**src/rtl/hazard_stall_controller.sv**
```systemverilog
// Hazard controller for the five-stage pipeline: load-use and HiLo stalls,
// branch/jump squashing, mult/div occupancy tracking and a stall-cycle counter.
module hazard_stall_controller #(
    parameter int MULDIV_CYCLES = 4,
    parameter int STALL_CNT_W   = 16
) (
    input  logic                   Clk,
    input  logic                   Rst_n,
    input  logic [4:0]             IDRs,
    input  logic [4:0]             IDRt,
    input  logic                   IDUsesRt,
    input  logic                   IDMulDiv,
    input  logic                   IDUsesHiLo,
    input  logic                   IDJump,
    input  logic                   EXMemRead,
    input  logic [4:0]             EXRt,
    input  logic                   EXBranchTaken,
    output logic                   PCWrite,
    output logic                   IFIDWrite,
    output logic                   IFIDFlush,
    output logic                   IDEXFlush,
    output logic                   MulDivBusy,
    output logic [STALL_CNT_W-1:0] StallCycles
);

    typedef enum logic [1:0] {
        CTRL_RUN,
        CTRL_JUMP,
        CTRL_STALL,
        CTRL_BRANCH
    } ctrl_e;

    localparam logic [3:0] BUSY_LOAD = 4'(MULDIV_CYCLES);

    logic [3:0]             r_busy_cnt;
    logic [STALL_CNT_W-1:0] r_stall_cycles;
    logic                   w_busy;
    logic                   w_load_use;
    logic                   w_hilo_stall;
    logic                   w_issue;
    ctrl_e                  w_ctrl;

    assign w_busy       = (r_busy_cnt != 4'd0);
    assign w_load_use   = EXMemRead && (EXRt != 5'd0) &&
                          ((EXRt == IDRs) || (IDUsesRt && (EXRt == IDRt)));
    assign w_hilo_stall = w_busy && (IDUsesHiLo || IDMulDiv);

    // A taken branch outranks every stall; a stalled jump is retried once the stall clears.
    always_comb begin
        w_ctrl = CTRL_RUN;
        if (EXBranchTaken) begin
            w_ctrl = CTRL_BRANCH;
        end else if (w_load_use || w_hilo_stall) begin
            w_ctrl = CTRL_STALL;
        end else if (IDJump) begin
            w_ctrl = CTRL_JUMP;
        end
    end

    // NOTE: every output gets a default before the case so no latch is inferred.
    always_comb begin
        PCWrite   = 1'b1;
        IFIDWrite = 1'b1;
        IFIDFlush = 1'b0;
        IDEXFlush = 1'b0;
        case (w_ctrl)
            CTRL_BRANCH: begin
                IFIDFlush = 1'b1;
                IDEXFlush = 1'b1;
            end
            CTRL_STALL: begin
                PCWrite   = 1'b0;
                IFIDWrite = 1'b0;
                IDEXFlush = 1'b1;
            end
            CTRL_JUMP: begin
                IFIDFlush = 1'b1;
            end
            default: ;
        endcase
        // Hold the pipeline flushed for as long as reset is asserted.
        if (!Rst_n) begin
            PCWrite   = 1'b0;
            IFIDWrite = 1'b0;
            IFIDFlush = 1'b1;
            IDEXFlush = 1'b1;
        end
    end

    assign w_issue     = IDMulDiv && (w_ctrl != CTRL_BRANCH) && (w_ctrl != CTRL_STALL);
    assign MulDivBusy  = w_busy;
    assign StallCycles = r_stall_cycles;

    // NOTE: sequential state uses non-blocking assignments so every flop samples pre-edge values.
    always_ff @(posedge Clk or negedge Rst_n) begin
        if (!Rst_n) begin
            r_busy_cnt <= 4'd0;
        end else if (w_issue) begin
            r_busy_cnt <= BUSY_LOAD;
        end else if (w_busy) begin
            r_busy_cnt <= r_busy_cnt - 4'd1;
        end
    end

    always_ff @(posedge Clk or negedge Rst_n) begin
        if (!Rst_n) begin
            r_stall_cycles <= '0;
        end else if (!PCWrite && (r_stall_cycles != '1)) begin
            r_stall_cycles <= r_stall_cycles + STALL_CNT_W'(1);
        end
    end

endmodule

```
**config.mk**
```make
export PLATFORM = sky130hd
export DESIGN_NAME = hazard_stall_controller
export DESIGN_NICKNAME = d
export VERILOG_FILES = /design/src/rtl/hazard_stall_controller.sv
export SDC_FILE = /design/constraint.sdc
export NUM_CORES = 1
export LEC_CHECK = 0
export BUFFER_PORTS_ARGS = -buffer_cell sky130_fd_sc_hd__buf_2
export CAP_MARGIN = 20
export CORE_ASPECT_RATIO = 1.75
export CORE_MARGIN = 3
export CORE_UTILIZATION = 45
export DETAILED_ROUTE_END_ITERATION = 6
export GPL_TIMING_DRIVEN = 1
export PLACE_DENSITY = 0.71
export REMOVE_ABC_BUFFERS = 1
export SYNTH_ARGS = -nofsm -noshare
export SYNTH_HDL_FRONTEND = slang
export SYNTH_SLANG_ARGS = --single-unit
```
**constraint.sdc**
```tcl
create_clock -name Clk -period 3.8 [get_ports Clk]
set_input_delay 0.76 -clock Clk [delete_from_list [all_inputs] [get_ports Clk]]
set_output_delay 0.76 -clock Clk [all_outputs]
set_load 0.03 [all_outputs]
```
# ---- Word-level counts from Yosys, hierarchy flattened
# Cells that the tools add are included.
dict set report totals {
  ff_bits 20
  out_inout_bits 21
  wordCells 39
}
dict set report classes {
  n_addsub 2
  eq_ne 8
  muxes 11
  n_reduce_logical 16
}
# op n
set ops {}
lappend ops {{adder 16 x 1 -> 16 bit, second input constant} 1}
lappend ops {{!= test 16 bit, second input constant} 1}
lappend ops {{== test 5 bit} 2}
lappend ops {{two-way mux 4 bit} 2}
lappend ops {{logical AND 1 bit} 7}
lappend ops {{two-way mux 1 bit} 7}
lappend ops {{nonzero test 5 bit} 1}
lappend ops {{== test 2 bit, second input constant} 2}
lappend ops {{two-way mux 2 bit} 2}
lappend ops {{!= test 2 bit, second input constant} 2}
lappend ops {{nonzero test 4 bit} 1}
lappend ops {{OR reduction 2 bit} 2}
lappend ops {{subtractor 4 x 1 -> 4 bit, second input constant} 1}
lappend ops {{logical OR 1 bit} 3}
lappend ops {{== test 2 x 1 -> 1 bit, second input constant} 1}
lappend ops {{nonzero test 2 bit} 1}
lappend ops {{zero test 1 bit} 1}

# ---- Longest topological paths before layout
# Gate-level depths: netlist of run 1.
dict set report logic_depth {
  word_depth 12
  depth_mapped 10
  ltp_nobuf 9
}

# ---- Worst setup path after synthesis of run 1
# OpenSTA, ideal clock, no wires.
dict set report synth_timing {
  path_kind {in2out}
  startpoint {in EXRt[1]}
  endpoint {out PCWrite}
  arrival_time_ps 2340
  required_time_ps 3040
  slack_ps 700
  cell_stages 5
  path_buffers 1
  cell_sequence {or4_2 o21ai_0 o21a_2 o21a_1 buf_4}
}
dict set report synth_via {
  elab_chain_cells 10
  elab_cells_between_ends 13
}
# element line
set synth_rtl {}
lappend synth_rtl {{from (decl)} 16} ;# input logic [4:0] EXRt,
lappend synth_rtl {{== test 5 bit} 45} ;# ((EXRt == IDRs) || (IDUsesRt && (EXRt == IDRt)));
lappend synth_rtl {{logical AND 1 bit} 45}
lappend synth_rtl {{logical OR 1 bit} 45}
lappend synth_rtl {{logical AND 1 bit *} 44} ;# assign w_load_use = EXMemRead && (EXRt != 5'd0) &&
lappend synth_rtl {{logical OR 1 bit *} 53} ;# end else if (w_load_use || w_hilo_stall) begin
lappend synth_rtl {{two-way mux 2 bit *} 53}
lappend synth_rtl {{two-way mux 2 bit *} 51} ;# if (EXBranchTaken) begin
lappend synth_rtl {{== test 2 bit *} n/a}
lappend synth_rtl {{two-way mux 1 bit * (2 in series)} n/a}
lappend synth_rtl {{to (decl)} 18} ;# output logic PCWrite,
# Mark *: on every way between the ends. The rest lies on a longest branch, timed or not.

# ---- Worst setup path in the final report of run 1
dict set report layout_timing {
  startpoint {in EXRt[1]}
  endpoint {out IFIDFlush}
}
dict set report layout_via {
  elab_chain_cells 11
  elab_cells_between_ends 15
}
# element line
set layout_rtl {}
lappend layout_rtl {{== test 5 bit} 45}
lappend layout_rtl {{logical AND 1 bit} 45}
lappend layout_rtl {{logical OR 1 bit} 45}
lappend layout_rtl {{logical AND 1 bit *} 44}
lappend layout_rtl {{logical OR 1 bit *} 53}
lappend layout_rtl {{two-way mux 2 bit *} 53}
lappend layout_rtl {{two-way mux 2 bit *} 51}
lappend layout_rtl {{== test 2 bit or == test 2 x 1 -> 1 bit (tied branches)} 66} ;# case (w_ctrl)
lappend layout_rtl {{OR reduction 2 bit (no line) *} n/a}
lappend layout_rtl {{two-way mux 1 bit *} 66}
lappend layout_rtl {{two-way mux 1 bit *} 82} ;# if (!Rst_n) begin
lappend layout_rtl {{to (decl)} 20} ;# output logic IFIDFlush,
# Marks and branches as above.

==> results.toml, run 1 <==
[run_status]
status = "finished clean"

[cts]
hold_buffers = 0
clock_sinks = 20
post_cts_buffers = 0
worstSkewPairLatency_ps = 260
clockBufferDepth = 2
cts_inserted_buffers = 3
root_buffer = "clkbuf_8"
postCtsResizedCells = 0
clkTransAtPathRegs_ps = 70
cts_htree_levels = 1
cts_tree = "yes"

[sta]
maxSlewHeadroom_pct = 48.4
fin_worst_skew_ps = 2.59
finalSetupTns_ps = 0
timing.fmax_mhz = 322
tightest_slew_ps = 773
post-route-period-util_pct = 81.8
rsz0062_at_grt = "no"
hold_viol_final = 0
setup_ws_ps = 691
setup_viol = 0
slew_viol_final = 0
period_needed_ps = 3110

[yosys]
synthFlopType = "dfrtp_1"
synth_cell_types = 35
syn_avg_cell_area_sq_um = 10.7
synth_seq_cells = 20
seq_area_frac_synth_pct = 42.5
synth-edff-count = 0
yosysWarnings = 0
synth-async-reset-ratio_pct = 100
synth_cells = 110
synth_area_sq_um = 1180

[placement]
dpl_worst_slack_ps = 682
place_hpwl_mm = 1.99
dp_cells = 175
gp_congestion = 0.777
dpl-instance-area_sq_um = 1400
io_buffer_count = 43

[power_and_ir_drop]
swShare_pct = 38.2
irDropWorstVdd_mv = 0.415
p_sw_mw = 0.338
p_comb_share_pct = 38.1
p_clk_share_pct = 23.7
p_leak_nw = 0.721
power_density_nw_per_um2 = 601
p_int_mw = 0.546
total_power_mw = 0.884
seqPwrFrac_pct = 38.1

[grt]
grt_use_met3_pct = 1.72
grtUsageMet1_pct = 21.8
grt-busiest-layer = "met2"
grt_usage_pct = 16.7
antenna_found_initial = 0
grt_pass1_vias = 934
grt_first_pass_wirelength_mm = 4.20
grt_max_degree = 25
grt_remaining_overflow = 0
grt_use_met2_pct = 28.3

[critical_path]
path_cells = "buf_2 > or4_2 > o21ai_0 > o21a_2 > nand2_1 > nand3b_1 > buf_2"
r2r_start = "StallCycles[0]"
r2r_cells = 6
crit_top_cell = "buf_2"
crit_path_max_incr_delay_ps = 670
reg2reg_setup_slack_ps = 1260
arrival_ps = 2350
startpoint_type = "input pin"
worstPathMaxFanout = 4
cp_slowest_cell = "or4_2"
rr_endpoint = "StallCycles[1]"
critPathRequiredTime_ps = 3040
worstSetupPathType = "input pin to output pin"
critPathCaptureType = "output pin"

[cells_and_area]
multiInputGateArea_sq_um = 638
num_antenna_cells = 0
area.growth.synth_to_final_pct = 25.0
fin_area_sq_um = 1470
register_area_sq_um = 500
drive_above_1_share_pct = 39.0
fin_cells = 179
n_fill_cell = 226
layout.nets = 181

[routing]
detail-route-antenna-nets = 0
dr.pass1.iters = 3
postRouteWirelength_mm = 2.52
drt_iter0_drc = 11
drc = 0
num_vias = 954
wl_per_cell_microns = 14.1
viasPerCell = 5.33

[job]
drv_cap = 0

[floorplan]
fp.dieH_microns = 73.7
die_w_microns = 44.7
dieArea_sq_um = 3290
core_area_sq_um = 2390
ios = 44
fp-row-count = 23
start_util_pct = 49.3

[hold_path]
min_path_type = "input pin to asynchronous set/reset pin"
==> worst max-delay path by stage <==
| stage | startpoint | to | slack, ps | cells past startpoint |
|---|---|---|---|---|
| after global routing | EXRt[1] | IFIDWrite | 570 | 6 |
| after CTS | EXRt[1] | IFIDFlush | 680 | 7 |
| after floorplan | EXRt[1] | IFIDWrite | 750 | 4 |
| after global placement | EXRt[1] | IFIDFlush | 720 | 7 |
| after detailed placement | EXRt[1] | IFIDFlush | 680 | 7 |
| final | EXRt[1] | IFIDFlush | 690 | 7 |
==> kinds of logic after synthesis <==
group / count (synthesis) / synth area share [%]
buf+inv: 7 / 3.29
mux: 1 / 0.956
compound gates: 11 / 7.44
simple gates: 42 / 23.3
flops: 20 / 42.5
xor+xnor: 26 / 19.3
fa+ha+maj: 3 / 3.19
==> metrics by stage <==
step	util (%)	hold WS, ps
floorplan	-	464
global placement	58.6	470
detailed placement	58.6	496
CTS	61.6	468
global route	61.6	479
finish	61.6	456
==> sequential cells by signal (all words and copies together), names as in the netlist <==
signal       cells
StallCycles     16
r_busy_cnt       4
==> cells in the final DEF (no fill, tap or decap), types with 2 or more instances in the layout <==
cell | netlist | routed
and3_1 | 5 | 5
and3_2 | 3 | 3
and4_1 | 3 | 3
buf_2 | 1 | 43
clkbuf_8 | 0 | 3
dfrtp_1 | 20 | 20
ha_1 | 3 | 3
inv_1 | 4 | 4
nand2_1 | 9 | 9
nand3_1 | 2 | 2
nand3_2 | 2 | 2
nand3b_1 | 2 | 2
nand4_1 | 3 | 3
nor2_1 | 3 | 3
nor3_1 | 2 | 2
o21ai_0 | 4 | 4
xnor2_1 | 16 | 16
xor2_1 | 10 | 10
==> final cells by class <==
class / instances / share of cell area (%)
timing repair buffer: 43 / 14.6
clock inverter: 1 / 2.04
clock buffer: 3 / 2.81
tap: 25 / 2.13
multi-input combinational: 83 / 43.4
sequential: 20 / 34.0
inverter: 4 / 1.02
==> critical path: cells and delay by family <==
kind	cells	cell delay, ps
compound gates	2	460
simple gates	3	800
buf+inv	2	320
==> per-layer routing <==
layer  up-vias  wire (microns)
li1        465               -
met1       453             990
met2        34            1330
met3         2             173
met4         0              22
met5         -               0
==> power by group through the flow <==
stage	Combinational, mW	Clock, mW	Sequential [mW]
after floorplan	0.173	0	0.399
after global placement	0.330	0	0.337
after detailed placement	0.340	0	0.341
after CTS	0.343	0.216	0.337
after global routing	0.377	0.221	0.350
final	0.337	0.210	0.337
==> cells in the mapped netlist, types with 2 or more instances <==
library cell | n | area share, %
nand2_1 | 9 | 2.9
nor2_1 | 3 | 0.96
nor3_1 | 2 | 0.85
inv_1 | 4 | 1.3
and4_1 | 3 | 2.2
o21ai_0 | 4 | 1.7
xor2_1 | 10 | 7.4
xnor2_1 | 16 | 12
and3_1 | 5 | 2.7
dfrtp_1 | 20 | 43
nand3b_1 | 2 | 1.3
ha_1 | 3 | 3.2
nand4_1 | 3 | 1.6
nand3_1 | 2 | 0.85
and3_2 | 3 | 1.9
nand3_2 | 2 | 1.7
Power figures use the tool's default switching activity.
==> run 2: changes to the inputs <==
--- a/config.mk
+++ b/config.mk
@@ -5,6 +5,7 @@
 export SDC_FILE = /design/constraint.sdc
 export NUM_CORES = 1
 export LEC_CHECK = 0
+export ABC_AREA = 1
 export BUFFER_PORTS_ARGS = -buffer_cell sky130_fd_sc_hd__buf_2
 export CAP_MARGIN = 20
 export CORE_ASPECT_RATIO = 1.75
@@ -12,7 +13,7 @@
 export CORE_UTILIZATION = 45
 export DETAILED_ROUTE_END_ITERATION = 6
 export GPL_TIMING_DRIVEN = 1
-export PLACE_DENSITY = 0.71
+export PLACE_DENSITY = 0.68
 export REMOVE_ABC_BUFFERS = 1
 export SYNTH_ARGS = -nofsm -noshare
 export SYNTH_HDL_FRONTEND = slang
==> constraint.sdc (replaced) <==
create_clock -name Clk -period 3.1 [get_ports Clk]
set_input_delay 0.62 -clock Clk [delete_from_list [all_inputs] [get_ports Clk]]
set_output_delay 0.62 -clock Clk [all_outputs]
set_load 0.03 [all_outputs]
==> run 2 against run 1 <==
  * Die area is 24% higher
  * Clock power is 22% higher
  * First-iteration DRC count grew to 3.3 times the previous value
  * Cell count increased by 69%
  * Critical path type unchanged
  * Critical endpoint is now IFIDWrite
  * Largest power group is now combinational cells
==> results.toml, run 2 <==
[routing]
viasPerCell = 4.74
drt_iter0_drc = 36
dr.pass1.iters = 4
postRouteWirelength_mm = 3.38
num_vias = 1435
drc = 0
detail-route-antenna-nets = 0
wl_per_cell_microns = 11.1

[yosys]
synth.most_common_cell = "nand2_1"
synth_top_family_by_area = "simple AND/OR/NAND/NOR gates"
synth-async-reset-ratio_pct = 100
synth-compound-area-share_pct = 1.68
synth_common_cells = "78 x nand2_1, 27 x nand3_1, 24 x inv_1"
syn_avg_cell_area_sq_um = 6.90
synth-edff-count = 0
synth_area_sq_um = 1490
yosysTopAreaCell = "dfrtp_1"
yosys.area_share.simple_pct = 43.2
seq_area_frac_synth_pct = 33.6
synthAdderAreaFrac_pct = 2.52
synthMuxAreaShare_pct = 0
synth.area.top_cells = "dfrtp_1 34%, nand2_1 20%, nand3_1 9.1%"
synthFlopType = "dfrtp_1"
synth_cell_types = 24
yosysWarnings = 0
synth_seq_cells = 20
synth_xor_area_share_pct = 9.40
synth_top_area_share_pct = 33.6
synth_cells = 216

[floorplan]
dieArea_sq_um = 4070
fp-row-count = 27
die_w_microns = 49.5
start_util_pct = 46.9
ios = 44
core_area_sq_um = 3180
fp.dieH_microns = 82.1

[grt]
grt_use_met2_pct = 35.6
grt_first_pass_wirelength_mm = 5.65
grt-busiest-layer = "met2"
grt_use_met3_pct = 2.33
grt_usage_pct = 18.0
grt_remaining_overflow = 0
grtUsageMet1_pct = 18.4
grt_pass1_vias = 1370
antenna_found_initial = 0
grt_max_degree = 20

[critical_path]
worstSetupPathType = "input pin to output pin"
rr_endpoint = "StallCycles[15]"
arrival_ps = 1720
r2r_start = "StallCycles[0]"
critPathCaptureType = "output pin"
path_cells = "buf_2 > inv_2 > nand4_1 > o21ai_1 > inv_1 > nand2_1 > nand2_2 > nand2_4 > nand2_8 > inv_2 > buf_2"
worst_path_dominant_cell_family = "buffers and inverters"
critPathRequiredTime_ps = 2480
r2r_cells = 7
startpoint = "EXRt[3]"
endpoint = "IFIDWrite"
cp_slowest_cell = "buf_2"
crit_path_max_incr_delay_ps = 190
reg2reg_setup_slack_ps = 1210
worstPathMaxFanout = 19
crit_buf_inv = 5
startpoint_type = "input pin"
crit_cells = 11

[sta]
timing.fmax_mhz = 428
setup_viol = 0
slew_viol_final = 0
tightest_slew_ps = 335
finalSetupTns_ps = 0
setup_ws_ps = 763
rsz0062_at_grt = "no"
post-route-period-util_pct = 75.4
hold_viol_final = 0
fin_worst_skew_ps = 2.63
holdWs_ps = 249
maxSlewHeadroom_pct = 77.5
period_needed_ps = 2340

[placement]
dpl_worst_slack_ps = 756
dp_cells = 299
place_hpwl_mm = 2.64
io_buffer_count = 43
gp_congestion = 0.907

[power_and_ir_drop]
irDropWorstVdd_mv = 0.405
p_leak_nw = 1.05
power_density_nw_per_um2 = 594
total_power_mw = 1.07

[cts]
hold_buffers = 0
clock_sinks = 20
cts_tree = "yes"
cts_inserted_buffers = 3
clockBufferDepth = 2
worstSkewPairLatency_ps = 260
postCtsResizedCells = 0
cts_htree_levels = 1
post_cts_buffers = 0
clkTransAtPathRegs_ps = 70
root_buffer = "clkbuf_8"

[cells_and_area]
fin_cells = 303
drive_above_1_share_pct = 23.8
layout_common_cells = "78 x nand2_1, 43 x buf_2, 27 x nand3_1"
n_fill_cell = 337
final_common_cell = "nand2_1"
layout.nets = 287
register_area_sq_um = 500
area.growth.synth_to_final_pct = 21.2
multiInputGateArea_sq_um = 846
num_antenna_cells = 0
largest_register_ffs = 16

[run_status]
status = "finished clean"

[hold_path]
min_path_type = "input pin to asynchronous set/reset pin"

[job]
drv_cap = 0
run 2: where the power goes:
part	total (mW)	leakage, nW	internal [mW]	switching (mW)
clock	0.257	0.0357	0.172	0.0849
sequential	0.395	0.264	0.322	0.0729
combinational	0.420	0.749	0.155	0.266
run 2: area by class of cell:
| type | instances | area share (%) |
|---|---|---|
| multi-input cells | 162 | 46.8 |
| flip-flops and latches | 20 | 27.7 |
| repair buffers | 44 | 12.3 |
| inverters | 30 | 6.23 |
| well taps | 43 | 2.98 |
| clock buffers | 3 | 2.29 |
| clock inverters | 1 | 1.66 |
run 2: logic make-up after synthesis:
kind of cell	Yosys count
simple gates	138
buf+inv	34
flops	20
xor+xnor	16
compound gates	5
fa+ha+maj	3
run 2: per-layer routing:
metal	share of wire, %	wire [microns]
met2	52	1750
met3	4.3	145
met4	2.0	67
met5	0	0
met1	42	1410
run 2: worst min path at each step:
stage	from	to	slack [ps]	cells past startpoint
6_report	Rst_n	StallCycles[14]	250	1
5_1_grt	Rst_n	StallCycles[13]	250	1
4_1_cts	Rst_n	StallCycles[13]	250	1
3_5_place_dp	StallCycles[15]	StallCycles[15]	490	2
3_3_place_gp	StallCycles[15]	StallCycles[15]	480	2
2_1_floorplan	Rst_n	StallCycles[0]	320	0
run 2: worst reg2reg max path: stages (launching register included):
cell	delay, ps
dfrtp_1	440
ha_1	240
nand3_1	220
nor2_4	240
nand4_4	280
nand2_4	280
nand2_1	80
nand2_1	60
run 2: per-stage QoR:
step | instance area [sq um] | util [%]
finish | 1810 | 56.9
global route | 1810 | 56.9
CTS | 1810 | 56.9
detailed placement | 1740 | 54.6
global placement | 1740 | 54.6
floorplan | 1460 | -
==> run 3: changes to the inputs <==
==> constraint.sdc (replaced) <==
create_clock -name Clk -period 2.25 [get_ports Clk]
set_input_delay 0.45 -clock Clk [delete_from_list [all_inputs] [get_ports Clk]]
set_output_delay 0.45 -clock Clk [all_outputs]
set_load 0.03 [all_outputs]
==> run 3 against run 2 <==
  * Combinational power grew 44%
  * Sequential power rose by 36%
  * Critical path depth down 3
  * Via count rose by 2.8%
  * Flip-flop and latch count did not move
  * Critical path type is now flop to output pin
  * Core utilization rose by 0.59 points
  * Register-to-register slack got worse by 800 ps
  * Clock power is 42% higher
  * First-iteration DRC count fell by 44%
==> results.toml, run 3 (synthesis gave the netlist of run 2 again) <==
[run_status]
status = "finished clean"

[cts]
clockBufferDepth = 2
worstSkewPairLatency_ps = 270
cts_tree = "yes"
post_cts_buffers = 0
cts_htree_levels = 1
root_buffer = "clkbuf_8"
hold_buffers = 0
cts_inserted_buffers = 3
clkTransAtPathRegs_ps = 80
clock_sinks = 20

[job]
drv_cap = 0

[cells_and_area]
drive_above_1_share_pct = 24.8
fin_util_pct = 57.5
num_antenna_cells = 0
area.growth.synth_to_final_pct = 22.5
n_fill_cell = 329
layout.nets = 289
layout_common_cells = "78 x nand2_1, 43 x buf_2, 27 x nand3_1"
fin_cells = 305
final_common_cell = "nand2_1"
largest_register_ffs = 16

[floorplan]
start_util_pct = 46.9
fp.dieH_microns = 82.1
core_area_sq_um = 3180
dieArea_sq_um = 4070
fp-row-count = 27
ios = 44
die_w_microns = 49.5

[sta]
period_needed_ps = 2050
timing.fmax_mhz = 489
post-route-period-util_pct = 91.0
tightest_slew_ps = 311
setup_ws_ps = 203
finalSetupTns_ps = 0
fin_worst_skew_ps = 2.49
maxSlewHeadroom_pct = 79.1
hold_viol_final = 0
rsz0062_at_grt = "no"
slew_viol_final = 0
setup_viol = 0

[routing]
detail-route-antenna-nets = 0
dr.pass1.iters = 4
num_vias = 1475
drt_iter0_drc = 20
viasPerCell = 4.84
drc = 0
postRouteWirelength_mm = 3.58
wl_per_cell_microns = 11.8

[critical_path]
cp_slowest_cell = "dfrtp_1"
worstSetupPathType = "flop to output pin"
path_cells = "inv_1 > ha_1 > nand2_1 > o21ai_2 > nand2_2 > nor2_1 > nand2_1 > buf_2"
arrival_ps = 1600
critPathRequiredTime_ps = 1800
startpoint_type = "flop"
critPathCaptureType = "output pin"
worstPathMaxFanout = 4
crit_top_cell = "nand2_1"
crit_path_max_incr_delay_ps = 400

[grt]
grt_remaining_overflow = 0
grt_max_degree = 19
grt_usage_pct = 19.9
grt_pass1_vias = 1465
antenna_found_initial = 0
grt_first_pass_wirelength_mm = 6.28

[power_and_ir_drop]
p_leak_nw = 1.06
power_density_nw_per_um2 = 826
irDropWorstVdd_mv = 0.664

[placement]
dpl_worst_slack_ps = 324
place_hpwl_mm = 2.79
dp_cells = 301
io_buffer_count = 43
gp_congestion = 0.871

[hold_path]
min_path_type = "input pin to asynchronous set/reset pin"
[run 3: cell count changes in the layout (fill, tap and decap cells not counted), sizes merged]
cell and delta:
buf +2
[run 3: worst paths after layout]
path	startpoint	to	slack, ps	cells after the start
max in group asynchronous	Rst_n	r_busy_cnt[3]	1690	2
worst min-delay path	Rst_n	StallCycles[13]	60	1
worst max register to register	StallCycles[1]	StallCycles[2]	410	7
min in group Clk	IDMulDiv	r_busy_cnt[1]	480	4
worst max-delay path	r_busy_cnt[0]	IDEXFlush	200	8
worst min register to register	StallCycles[15]	StallCycles[15]	500	2
[run 3: stage by stage]
step                      hold WS (ps)  instance area (sq um)  power [mW]
after detailed placement           356                   1750        1.15
after global placement             352                   1750        1.15
after global routing              71.8                   1830        1.63
final                             62.4                   1830        1.51
after floorplan                    154                   1460       0.969
after CTS                         69.9                   1820        1.52
[run 3: area by class of cell]
class                           count  area [sq um]  area share, %
Multi-Input combinational cell    162           850           46.5
Sequential cell                    20           500           27.4
Timing Repair Buffer               46           238           13.0
Inverter                           30           113           6.17
Tap cell                           43          53.8           2.95
Clock buffer                        3          41.3           2.26
Clock inverter                      1          30.0           1.64
[run 3: what timing repair did]
action,4_1_cts,5_1_grt
endpoints found under the setup margin,0,3
gates resized for setup,0,1
hold endpoints to repair,0,0
[run 3: where the power goes]
part,total [mW],internal [mW],switching [mW]
clock network,0.366,0.238,0.128
logic,0.606,0.227,0.379
registers,0.536,0.444,0.0927
total,1.51,0.908,0.600
[run 3: layer usage]
| metal | global-route usage (%) | share of wire, % |
|---|---|---|
| met1 | 20.0 | 37 |
| met2 | 40.1 | 56 |
| met3 | 3.77 | 5.0 |
| met4 | 6.65 | 1.5 |
| met5 | 0 | 0 |
[run 3: critical path, delay by kind of cell, from the launching register on]
kind | cells | cell delay (ps)
fa+ha+maj | 1 | 140
buf+inv | 2 | 280
compound gates | 1 | 100
simple gates | 4 | 410
flops | 1 | 400
